[src/rtl/onehot_select_pipe.sv]
// Registered one-hot channel selector with valid/ready output stage and select error counter.
// Optional macro ONEHOT_SELECT_PRIORITY_EN: multi-bit selects are legal, lowest set index wins.
module onehot_select_pipe #(
  parameter int WIDTH    = 32,
  parameter int CHANNELS = 16,
  localparam int IDXW    = $clog2(CHANNELS)
) (
  input  logic                      clk,
  input  logic                      rst_n,
  input  logic [CHANNELS*WIDTH-1:0] data_in,
  input  logic [CHANNELS-1:0]       hotselect,
  input  logic                      in_valid,
  output logic                      in_ready,
  output logic [WIDTH-1:0]          muxout,
  output logic [IDXW-1:0]           mux_idx,
  output logic                      out_valid,
  input  logic                      out_ready,
  output logic                      sel_err,
  output logic [7:0]                err_count
);

  typedef enum logic {EMPTY = 1'b0, FULL = 1'b1} state_t;

  state_t            state;
  logic              accept;
  logic              consume;
  logic              legal;
  logic [IDXW-1:0]   sel_idx;
  logic [WIDTH-1:0]  sel_data;

  // Handshake: a transfer happens on an edge where valid and ready are both high.
  // in_ready depends only on the output stage, never on in_valid.
  assign out_valid = (state == FULL);
  assign in_ready  = !out_valid || out_ready;
  assign accept    = in_valid && in_ready;
  assign consume   = out_valid && out_ready;

`ifdef ONEHOT_SELECT_PRIORITY_EN
  assign legal = (hotselect != '0);
`else
  assign legal = (hotselect != '0) && ((hotselect & (hotselect - 1'b1)) == '0);
`endif

  // Scan downward so the lowest set bit is the one left standing.
  always_comb begin
    sel_idx  = '0;
    sel_data = data_in[WIDTH-1:0];
    for (int k = CHANNELS - 1; k >= 0; k--) begin
      if (hotselect[k]) begin
        sel_idx  = k[IDXW-1:0];
        sel_data = data_in[k*WIDTH +: WIDTH];
      end
    end
  end

  always_ff @(posedge clk) begin
    if (!rst_n) begin
      state     <= EMPTY;
      muxout    <= '0;
      mux_idx   <= '0;
      sel_err   <= 1'b0;
      err_count <= 8'd0;
    end else begin
      sel_err <= 1'b0;
      case (state)
        EMPTY: begin
          if (accept && legal) begin
            state   <= FULL;
            muxout  <= sel_data;
            mux_idx <= sel_idx;
          end
        end
        FULL: begin
          if (accept && legal) begin
            muxout  <= sel_data;
            mux_idx <= sel_idx;
          end else if (consume) begin
            state <= EMPTY;
          end
        end
        default: state <= EMPTY;
      endcase
      if (accept && !legal) begin
        sel_err <= 1'b1;
        if (err_count != 8'hFF) err_count <= err_count + 8'd1;
      end
    end
  end

endmodule

[config.mk]
export PLATFORM = sky130hd
export DESIGN_NAME = onehot_select_pipe
export DESIGN_NICKNAME = d
export VERILOG_FILES = /design/src/rtl/onehot_select_pipe.sv
export SDC_FILE = /design/constraint.sdc
export NUM_CORES = 1
export LEC_CHECK = 0
export ABC_AREA = 1
export ABC_CLOCK_PERIOD_IN_PS = 3500
export CORE_AREA = 2 2 223 225
export CTS_CLUSTER_SIZE = 12
export DETAILED_ROUTE_END_ITERATION = 8
export DIE_AREA = 0 0 225 227
export PLACE_DENSITY = 0.42
export SLEW_MARGIN = 20
export SYNTH_ARGS = -nofsm -noshare
export SYNTH_HDL_FRONTEND = slang
export SYNTH_SLANG_ARGS = --single-unit
[constraint.sdc]
create_clock -name clk -period 3.5 [get_ports clk]
set_clock_uncertainty 0.05 [all_clocks]
set_input_delay 0.875 -clock clk [delete_from_list [all_inputs] [get_ports clk]]
set_output_delay 0.875 -clock clk [all_outputs]
set_load 0.05 [all_outputs]
==> flow_results.xml, run 1 <==
<?xml version="1.0" encoding="UTF-8"?>
<metrics>
  <group name="run_status">
    <metric name="outcome" unit="">finished clean</metric>
  </group>
  <group name="placed_design">
    <metric name="postPlaceCellArea" unit="um2">13300</metric>
    <metric name="dp_cells" unit="">2354</metric>
    <metric name="gp_routability_congestion" unit="">0.864</metric>
    <metric name="port_buffers" unit="">578</metric>
    <metric name="dp.final_hpwl" unit="um">50200</metric>
  </group>
  <group name="setup_path">
    <metric name="cp-end-kind" unit="">register</metric>
    <metric name="rr_endpoint" unit="">muxout[16]</metric>
    <metric name="crit_required" unit="ns">3.69</metric>
    <metric name="worst_ep_arrival_time" unit="ns">3.42</metric>
    <metric name="crit_fanout" unit="">30</metric>
    <metric name="reg2reg_from" unit="">out_valid</metric>
    <metric name="setup.reg_to_reg.worst_slack" unit="ns">1.54</metric>
    <metric name="setup.worst_path.start_class" unit="">input pin</metric>
    <metric name="worst_r2r_path_depth" unit="">9</metric>
    <metric name="timing.setup.critical_path_class" unit="">in2reg</metric>
  </group>
  <group name="cells_and_area">
    <metric name="layoutNonFillerInstCount" unit="">2369</metric>
    <metric name="num-nets-final" unit="">2272</metric>
    <metric name="drive_above_1_share" unit="%">8.33</metric>
    <metric name="post_route_cell_area" unit="um2">13500</metric>
    <metric name="growth_of_design_area_from_synthesis_to_finish" unit="%">105</metric>
  </group>
  <group name="global_route">
    <metric name="globalRouteMet1Util" unit="%">21.6</metric>
    <metric name="first_global_vias" unit="">11400</metric>
    <metric name="global_route_track_usage_on_met3" unit="%">5.77</metric>
    <metric name="number_of_antenna_violations_at_the_first_check_in_global_routing" unit="">15</metric>
    <metric name="grt.met2_usage" unit="%">42.5</metric>
    <metric name="grt_most_used_layer" unit="">met2</metric>
    <metric name="overflow" unit="">0</metric>
    <metric name="grt_start_max_net_pins" unit="">33</metric>
    <metric name="grt_util_all_layers" unit="%">22.0</metric>
    <metric name="grt_pass1_wl" unit="um">79300</metric>
  </group>
  <group name="logic_synthesis">
    <metric name="per_instance_average_area_after_synthesis" unit="um2">5.60</metric>
    <metric name="synth_seq_area_share" unit="%">14.0</metric>
    <metric name="syn-instance-count" unit="">1174</metric>
    <metric name="synth.lib_cells_used.distinct" unit="">45</metric>
    <metric name="async_flop_share" unit="%">0</metric>
    <metric name="synthesis.area" unit="um2">6570</metric>
    <metric name="netlist.area_leader.share" unit="%">19.2</metric>
    <metric name="synth_top_cell_by_area" unit="">sky130_fd_sc_hd__nand2_1</metric>
    <metric name="synth_top_flop_cell" unit="">sky130_fd_sc_hd__dfxtp_1</metric>
    <metric name="synth_area_leaders" unit="">sky130_fd_sc_hd__nand2_1, sky130_fd_sc_hd__dfxtp_1, sky130_fd_sc_hd__nor2_1</metric>
    <metric name="synth-seq-cells" unit="">46</metric>
    <metric name="synth_edf_count" unit="">0</metric>
    <metric name="yosys_warning_total" unit="">0</metric>
    <metric name="synth_fp_nets" unit="">1707</metric>
  </group>
  <group name="worst_hold_path">
    <metric name="timing.hold.worst_path_depth" unit="">2</metric>
    <metric name="hold_start" unit="">mux_idx[0]</metric>
    <metric name="holdPathEnd" unit="">mux_idx[0]</metric>
    <metric name="hold_class" unit="">reg2reg</metric>
  </group>
  <group name="pwr">
    <metric name="ir_worst_vdd" unit="mV">0.137</metric>
    <metric name="powerDensity" unit="nW/um2">175</metric>
    <metric name="share_seq_of_total_power" unit="%">22.4</metric>
    <metric name="power.combinational.fraction" unit="%">56.5</metric>
    <metric name="intPower" unit="uW">1540</metric>
    <metric name="netSwitchingPower" unit="uW">819</metric>
    <metric name="total_leakage_power" unit="uW">0.00509</metric>
    <metric name="p_sw_share" unit="%">34.7</metric>
    <metric name="p_clk_share" unit="%">21.1</metric>
  </group>
  <group name="cts">
    <metric name="clk_path_buf_depth" unit="">2</metric>
    <metric name="cts-buffers-inserted" unit="">5</metric>
    <metric name="cts.repair.resized" unit="">0</metric>
    <metric name="postCtsSetupBuffers" unit="">0</metric>
    <metric name="clock_tree_from_tritoncts" unit="">yes</metric>
    <metric name="clock-sinks" unit="">46</metric>
    <metric name="clkSlewWorstSetupHoldPaths" unit="ns">0.06</metric>
    <metric name="cts.hold.buffers_added" unit="">0</metric>
    <metric name="insertion_delay" unit="ns">0.29</metric>
    <metric name="ctsRootBufferMaster" unit="">sky130_fd_sc_hd__clkbuf_16</metric>
    <metric name="htreeDepth" unit="">2</metric>
  </group>
  <group name="drt">
    <metric name="route.antenna.remaining_nets" unit="">0</metric>
    <metric name="route.vias.total" unit="">10700</metric>
    <metric name="wl_per_cell" unit="um">24.8</metric>
    <metric name="avgViaCountPerCell" unit="">4.52</metric>
    <metric name="route.detailed.drc" unit="">0</metric>
    <metric name="drt_iter0_drc" unit="">587</metric>
    <metric name="number_of_search_and_repair_iterations_in_the_first_detailed_routing_pass" unit="">6</metric>
    <metric name="route.final.wire_length" unit="um">58700</metric>
  </group>
  <group name="floorplan">
    <metric name="placementRows" unit="">81</metric>
    <metric name="initial_utilization" unit="%">13.5</metric>
    <metric name="dieHeight" unit="um">227</metric>
    <metric name="core_area" unit="um2">48500</metric>
    <metric name="die_area" unit="um2">51100</metric>
    <metric name="die_width" unit="um">225</metric>
    <metric name="num_io_pins" unit="">579</metric>
  </group>
  <group name="sta">
    <metric name="max-slew-margin-rel" unit="%">55.3</metric>
    <metric name="fin_crit" unit="ns">3.23</metric>
    <metric name="setup_viol" unit="">0</metric>
    <metric name="unrepaired_setup_endpoints_after_global_routing" unit="">no</metric>
    <metric name="max_slew.worst_pin.slew" unit="ns">0.668</metric>
    <metric name="final_min_period_over_clock_period" unit="%">92.3</metric>
    <metric name="finalSetupTns" unit="ns">0</metric>
    <metric name="max_freq" unit="MHz">309</metric>
    <metric name="finalHoldViolations" unit="">0</metric>
    <metric name="final_max_slew_viol_count" unit="">0</metric>
  </group>
  <group name="job">
    <metric name="maxCapViolCount" unit="">0</metric>
  </group>
</metrics>
==> cell families after synthesis <==
| group | after synthesis | share of synthesized area [%] |
|---|---|---|
| AO/OA/AOI/OAI | 318 | 34.5 |
| XOR/XNOR | 5 | 0.666 |
| adder cells (fa/ha/maj) | 1 | 0.190 |
| buffers and inverters | 147 | 9.63 |
| flip-flops | 46 | 14.0 |
| AND/OR/NAND/NOR | 657 | 41.0 |
==> critical path, stage by stage <==
cell and delay (ns):
sky130_fd_sc_hd__clkdlybuf4s50_1 0.64, sky130_fd_sc_hd__inv_1 0.15, sky130_fd_sc_hd__nor2_2 0.15, sky130_fd_sc_hd__buf_12 0.23
sky130_fd_sc_hd__a221oi_1 0.13, sky130_fd_sc_hd__nand2_1 0.11, sky130_fd_sc_hd__nand2_1 0.05, sky130_fd_sc_hd__nand2_1 0.16
sky130_fd_sc_hd__nand2_1 0.25, sky130_fd_sc_hd__a21oi_1 0.43, sky130_fd_sc_hd__nor2_1 0.12, sky130_fd_sc_hd__nor2_1 0.09
==> layer usage <==
layer	share of wire [%]	up-vias
met2	52	496
met4	4.9	16
met1	35	4872
met3	7.7	100
met5	0.17	-
li1	-	5222
==> area by class of cell <==
cell class | count | area, um2
antenna | 7 | 17.5
clock buffer | 7 | 143
clock inverter | 1 | 5.00
fill | 5454 | 35000
inverter | 54 | 205
multi-input combinational | 981 | 5040
sequential | 46 | 921
tap | 622 | 778
timing repair buffer | 651 | 6390
==> state kept, by name, indices dropped and copies added (netlist names) <==
signal and flops:
muxout 32, err_count 8, mux_idx 4, out_valid 1, sel_err 1
==> power groups by stage <==
stage | combinational [uW] | sequential [uW] | clock, uW
finish | 1340 | 529 | 498
global route | 1430 | 529 | 541
CTS | 1350 | 529 | 520
detailed placement | 1350 | 541 | 0
global placement | 1350 | 541 | 0
floorplan | 401 | 551 | 0
==> cell usage in the layout, fill, tap and decap left out, drive strengths merged, types with 2 or more instances in the layout <==
cell type,n
o2111ai,2
clkinv,6
nand2,340
a221oi,85
a211oi,2
diode,7
o221a,16
xor2,3
o221ai,17
clkbuf,7
inv,49
o21a,12
nor2,250
nand3,42
o21ai,68
dfxtp,46
o22ai,3
o211ai,27
nand4,19
clkdlybuf4s50,571
xnor2,2
nor3,4
buf,80
a22oi,11
a21oi,74
==> synthesized netlist by cell type (all sizes together) (17+ instances only) <==
master / count
o21ai: 68
a221oi: 85
o221ai: 17
nand4: 19
nand2: 340
nor2: 250
inv: 49
clkbuf: 64
o211ai: 27
nand3: 42
buf: 29
a21oi: 74
dfxtp: 46
==> metrics by stage <==
step	util [%]	hold slack [ns]	worst slack (ns)	power, uW
after floorplan	-	0.640	1.07	952
after global placement	27.5	0.419	-0.0291	1890
after detailed placement	27.5	0.414	-0.0180	1890
after CTS	27.8	0.425	0.287	2400
after global routing	27.8	0.458	0.200	2500
final	27.8	0.422	0.268	2360
==> worst max-delay path by stage <==
stage                  startpoint         end  slack (ns)
floorplan               out_ready   muxout[0]        1.07
global placement    hotselect[12]  muxout[19]       -0.03
detailed placement  hotselect[12]  muxout[19]       -0.02
CTS                 hotselect[12]  muxout[19]        0.29
global route        hotselect[12]   muxout[5]        0.20
finish              hotselect[11]  muxout[19]        0.27
Note: power is estimated with default switching activity, not from simulation.
==> run 2, diff against run 1 <==
--- a/config.mk
+++ b/config.mk
@@ -7,11 +7,12 @@
 export LEC_CHECK = 0
 export ABC_AREA = 1
 export ABC_CLOCK_PERIOD_IN_PS = 3500
-export CORE_AREA = 2 2 223 225
+export CORE_AREA = 2 2 227 229
+export CTS_BUF_LIST = sky130_fd_sc_hd__clkbuf_8
 export CTS_CLUSTER_SIZE = 12
 export DETAILED_ROUTE_END_ITERATION = 8
-export DIE_AREA = 0 0 225 227
-export PLACE_DENSITY = 0.42
+export DIE_AREA = 0 0 229 231
+export PLACE_DENSITY = 0.41
 export SLEW_MARGIN = 20
 export SYNTH_ARGS = -nofsm -noshare
 export SYNTH_HDL_FRONTEND = slang
==> run 2 against run 1 <==
  * Combinational power hardly changed
  * Global-route usage is 0.82 points lower
  * First-iteration DRC count increased by 4.6%
  * Routed wire length shrank 1.0%
  * Utilization decreased by 1.2 points
==> flow_results.xml, run 2 (synthesis results as in run 1) <==
<?xml version="1.0" encoding="UTF-8"?>
<metrics>
  <group name="sta">
    <metric name="final_min_period_over_clock_period" unit="%">89.4</metric>
    <metric name="fin_crit" unit="ns">3.13</metric>
    <metric name="final_max_slew_viol_count" unit="">0</metric>
    <metric name="whs" unit="ns">0.428</metric>
    <metric name="max_freq" unit="MHz">320</metric>
    <metric name="finalHoldViolations" unit="">0</metric>
    <metric name="max_slew.worst_pin.slew" unit="ns">0.641</metric>
    <metric name="unrepaired_setup_endpoints_after_global_routing" unit="">no</metric>
    <metric name="setup_viol" unit="">0</metric>
    <metric name="worst_slack" unit="ns">0.371</metric>
    <metric name="max-slew-margin-rel" unit="%">56.9</metric>
  </group>
  <group name="floorplan">
    <metric name="initial_utilization" unit="%">13.0</metric>
    <metric name="placementRows" unit="">83</metric>
    <metric name="core_area" unit="um2">50700</metric>
    <metric name="num_io_pins" unit="">579</metric>
    <metric name="die_area" unit="um2">52900</metric>
    <metric name="dieHeight" unit="um">231</metric>
    <metric name="die_width" unit="um">229</metric>
  </group>
  <group name="setup_path">
    <metric name="cp-end-kind" unit="">register</metric>
    <metric name="timing.critical_path.cells" unit="">clkdlybuf4s50_1 &gt; inv_1 &gt; nor2_2 &gt; buf_4 &gt; buf_4 &gt; buf_4 &gt; nand2_1 &gt; nand3_1 &gt; a21oi_1 &gt; o21ai_0 &gt; nand2_1 &gt; nand2_1 &gt; nand2_1 &gt; a21oi_1 &gt; nor2_1 &gt; nor2_1</metric>
    <metric name="critical_path.most_common_cell" unit="">sky130_fd_sc_hd__nand2_1</metric>
    <metric name="setup.reg_to_reg.worst_slack" unit="ns">1.62</metric>
    <metric name="worst_ep_arrival_time" unit="ns">3.32</metric>
    <metric name="worst_r2r_path_depth" unit="">9</metric>
    <metric name="timing.setup.critical_path_class" unit="">in2reg</metric>
    <metric name="crit_required" unit="ns">3.69</metric>
    <metric name="cpPeakStageDelay" unit="ns">0.48</metric>
    <metric name="crit_path_start" unit="">hotselect[15]</metric>
    <metric name="setup.worst_path.start_class" unit="">input pin</metric>
    <metric name="rr_endpoint" unit="">muxout[12]</metric>
    <metric name="crit_fanout" unit="">8</metric>
    <metric name="reg2reg_from" unit="">out_valid</metric>
    <metric name="cp_slowest_cell" unit="">sky130_fd_sc_hd__clkdlybuf4s50_1</metric>
  </group>
  <group name="global_route">
    <metric name="number_of_antenna_violations_at_the_first_check_in_global_routing" unit="">14</metric>
    <metric name="overflow" unit="">0</metric>
    <metric name="grt_util_all_layers" unit="%">21.2</metric>
    <metric name="first_global_vias" unit="">11500</metric>
    <metric name="grt_start_max_net_pins" unit="">42</metric>
    <metric name="grt_pass1_wl" unit="um">80800</metric>
  </group>
  <group name="cts">
    <metric name="cts-buffers-inserted" unit="">5</metric>
    <metric name="clk_path_buf_depth" unit="">2</metric>
    <metric name="cts.repair.resized" unit="">0</metric>
    <metric name="clock-sinks" unit="">46</metric>
    <metric name="ctsRootBufferMaster" unit="">sky130_fd_sc_hd__clkbuf_8</metric>
    <metric name="insertion_delay" unit="ns">0.32</metric>
    <metric name="postCtsSetupBuffers" unit="">0</metric>
    <metric name="cts.hold.buffers_added" unit="">0</metric>
    <metric name="clkSlewWorstSetupHoldPaths" unit="ns">0.10</metric>
    <metric name="clock_tree_from_tritoncts" unit="">yes</metric>
    <metric name="htreeDepth" unit="">2</metric>
  </group>
  <group name="cells_and_area">
    <metric name="layoutNonFillerInstCount" unit="">2422</metric>
    <metric name="num-nets-final" unit="">2267</metric>
    <metric name="layout.cells.most_common" unit="">sky130_fd_sc_hd__clkdlybuf4s50_1</metric>
    <metric name="final_cell_mix" unit="">sky130_fd_sc_hd__clkdlybuf4s50_1, sky130_fd_sc_hd__nand2_1, sky130_fd_sc_hd__nor2_1</metric>
    <metric name="drive_above_1_share" unit="%">8.13</metric>
    <metric name="register_with_the_most_flip_flops" unit="">muxout</metric>
    <metric name="growth_of_design_area_from_synthesis_to_finish" unit="%">105</metric>
    <metric name="reg_top3" unit="">muxout x32, err_count x8, mux_idx x4</metric>
    <metric name="largest_register_ffs" unit="">32</metric>
  </group>
  <group name="worst_hold_path">
    <metric name="holdPathEnd" unit="">mux_idx[0]</metric>
    <metric name="timing.hold.worst_path_depth" unit="">2</metric>
    <metric name="hold_start" unit="">mux_idx[0]</metric>
    <metric name="hold_class" unit="">reg2reg</metric>
  </group>
  <group name="pwr">
    <metric name="p_sw_share" unit="%">36.7</metric>
    <metric name="power.combinational.fraction" unit="%">59.7</metric>
    <metric name="intPower" unit="uW">1400</metric>
    <metric name="powerDensity" unit="nW/um2">164</metric>
    <metric name="share_seq_of_total_power" unit="%">24.0</metric>
    <metric name="ir_worst_vdd" unit="mV">0.133</metric>
    <metric name="p_clk_share" unit="%">16.2</metric>
    <metric name="total_power" unit="uW">2200</metric>
    <metric name="netSwitchingPower" unit="uW">809</metric>
    <metric name="total_leakage_power" unit="uW">0.00503</metric>
  </group>
  <group name="drt">
    <metric name="number_of_search_and_repair_iterations_in_the_first_detailed_routing_pass" unit="">5</metric>
    <metric name="route.antenna.remaining_nets" unit="">0</metric>
    <metric name="route.final.wire_length" unit="um">58100</metric>
    <metric name="route.vias.total" unit="">10700</metric>
    <metric name="avgViaCountPerCell" unit="">4.42</metric>
    <metric name="route.detailed.drc" unit="">0</metric>
    <metric name="wl_per_cell" unit="um">24.0</metric>
    <metric name="drt_iter0_drc" unit="">614</metric>
  </group>
  <group name="run_status">
    <metric name="outcome" unit="">finished clean</metric>
  </group>
  <group name="placed_design">
    <metric name="dp.final_hpwl" unit="um">50300</metric>
    <metric name="dp_worst_slack" unit="ns">0.00600</metric>
    <metric name="dp_cells" unit="">2407</metric>
    <metric name="gp_routability_congestion" unit="">0.925</metric>
    <metric name="port_buffers" unit="">578</metric>
  </group>
  <group name="job">
    <metric name="maxCapViolCount" unit="">0</metric>
  </group>
</metrics>
run 2: changes by cell type in the layout (fill, tap and decap cells not counted), sizes merged:
cell / previous run / this run
buf: 80 / 75
clkbuf: 7 / 5
clkinv: 6 / 7
clkinvlp: 0 / 1
run 2: power groups by stage:
stage / Sequential [uW] / Clock (uW) / Combinational [uW]
2_1_floorplan: 551 / 0 / 401
3_3_place_gp: 542 / 0 / 1330
3_5_place_dp: 542 / 0 / 1330
4_1_cts: 530 / 380 / 1340
5_1_grt: 531 / 403 / 1410
6_report: 530 / 358 / 1320
run 2: worst max-delay path by stage:
stage               cells past startpoint         end  slack [ns]
floorplan                              10   muxout[0]        1.07
global placement                       13  muxout[14]       -0.02
detailed placement                     13  muxout[14]       0.006
CTS                                    11  muxout[25]        0.33
global route                           16  muxout[17]        0.21
finish                                 16  muxout[17]        0.37
run 2: critical path, delay by kind of cell:
| family | cells | cell delay, ns |
|---|---|---|
| and+or+nand+nor | 8 | 0.82 |
| AOI/OAI and AO/OA | 3 | 0.51 |
| buffers and inverters | 5 | 1.10 |
run 2: per-layer routing:
layer,global-route usage (%),share of wire [%],vias up
met5,0,0.18,-
met4,8.08,4.1,14
met3,5.51,7.0,76
met2,40.2,51,470
met1,22.1,38,4918
li1,-,-,5219
run 2: area by class of cell:
type	instances	area [um2]
Fill cell	5914	37200
Multi-Input combinational cell	981	5040
Timing Repair Buffer	646	6340
Inverter	54	205
Antenna cell	7	17.5
Tap cell	680	851
Clock inverter	3	21.3
Clock buffer	5	68.8
Sequential cell	46	921
run 2: metrics by stage:
step	setup TNS, ns	area (um2)	utilization, %
finish	0	13500	26.6
global route	0	13500	26.5
CTS	0	13400	26.5
detailed placement	0	13400	26.4
global placement	-0.0154	13400	26.4
floorplan	0	6570	-
==> run 3, diff against run 2 <==
--- a/config.mk
+++ b/config.mk
@@ -9,7 +9,7 @@
 export ABC_CLOCK_PERIOD_IN_PS = 3500
 export CORE_AREA = 2 2 227 229
 export CTS_BUF_LIST = sky130_fd_sc_hd__clkbuf_8
-export CTS_CLUSTER_SIZE = 12
+export CTS_CLUSTER_SIZE = 14
 export DETAILED_ROUTE_END_ITERATION = 8
 export DIE_AREA = 0 0 229 231
 export PLACE_DENSITY = 0.41
==> results of run 3 <==
Final layout, timing and power as in run 2 (identical DEF).
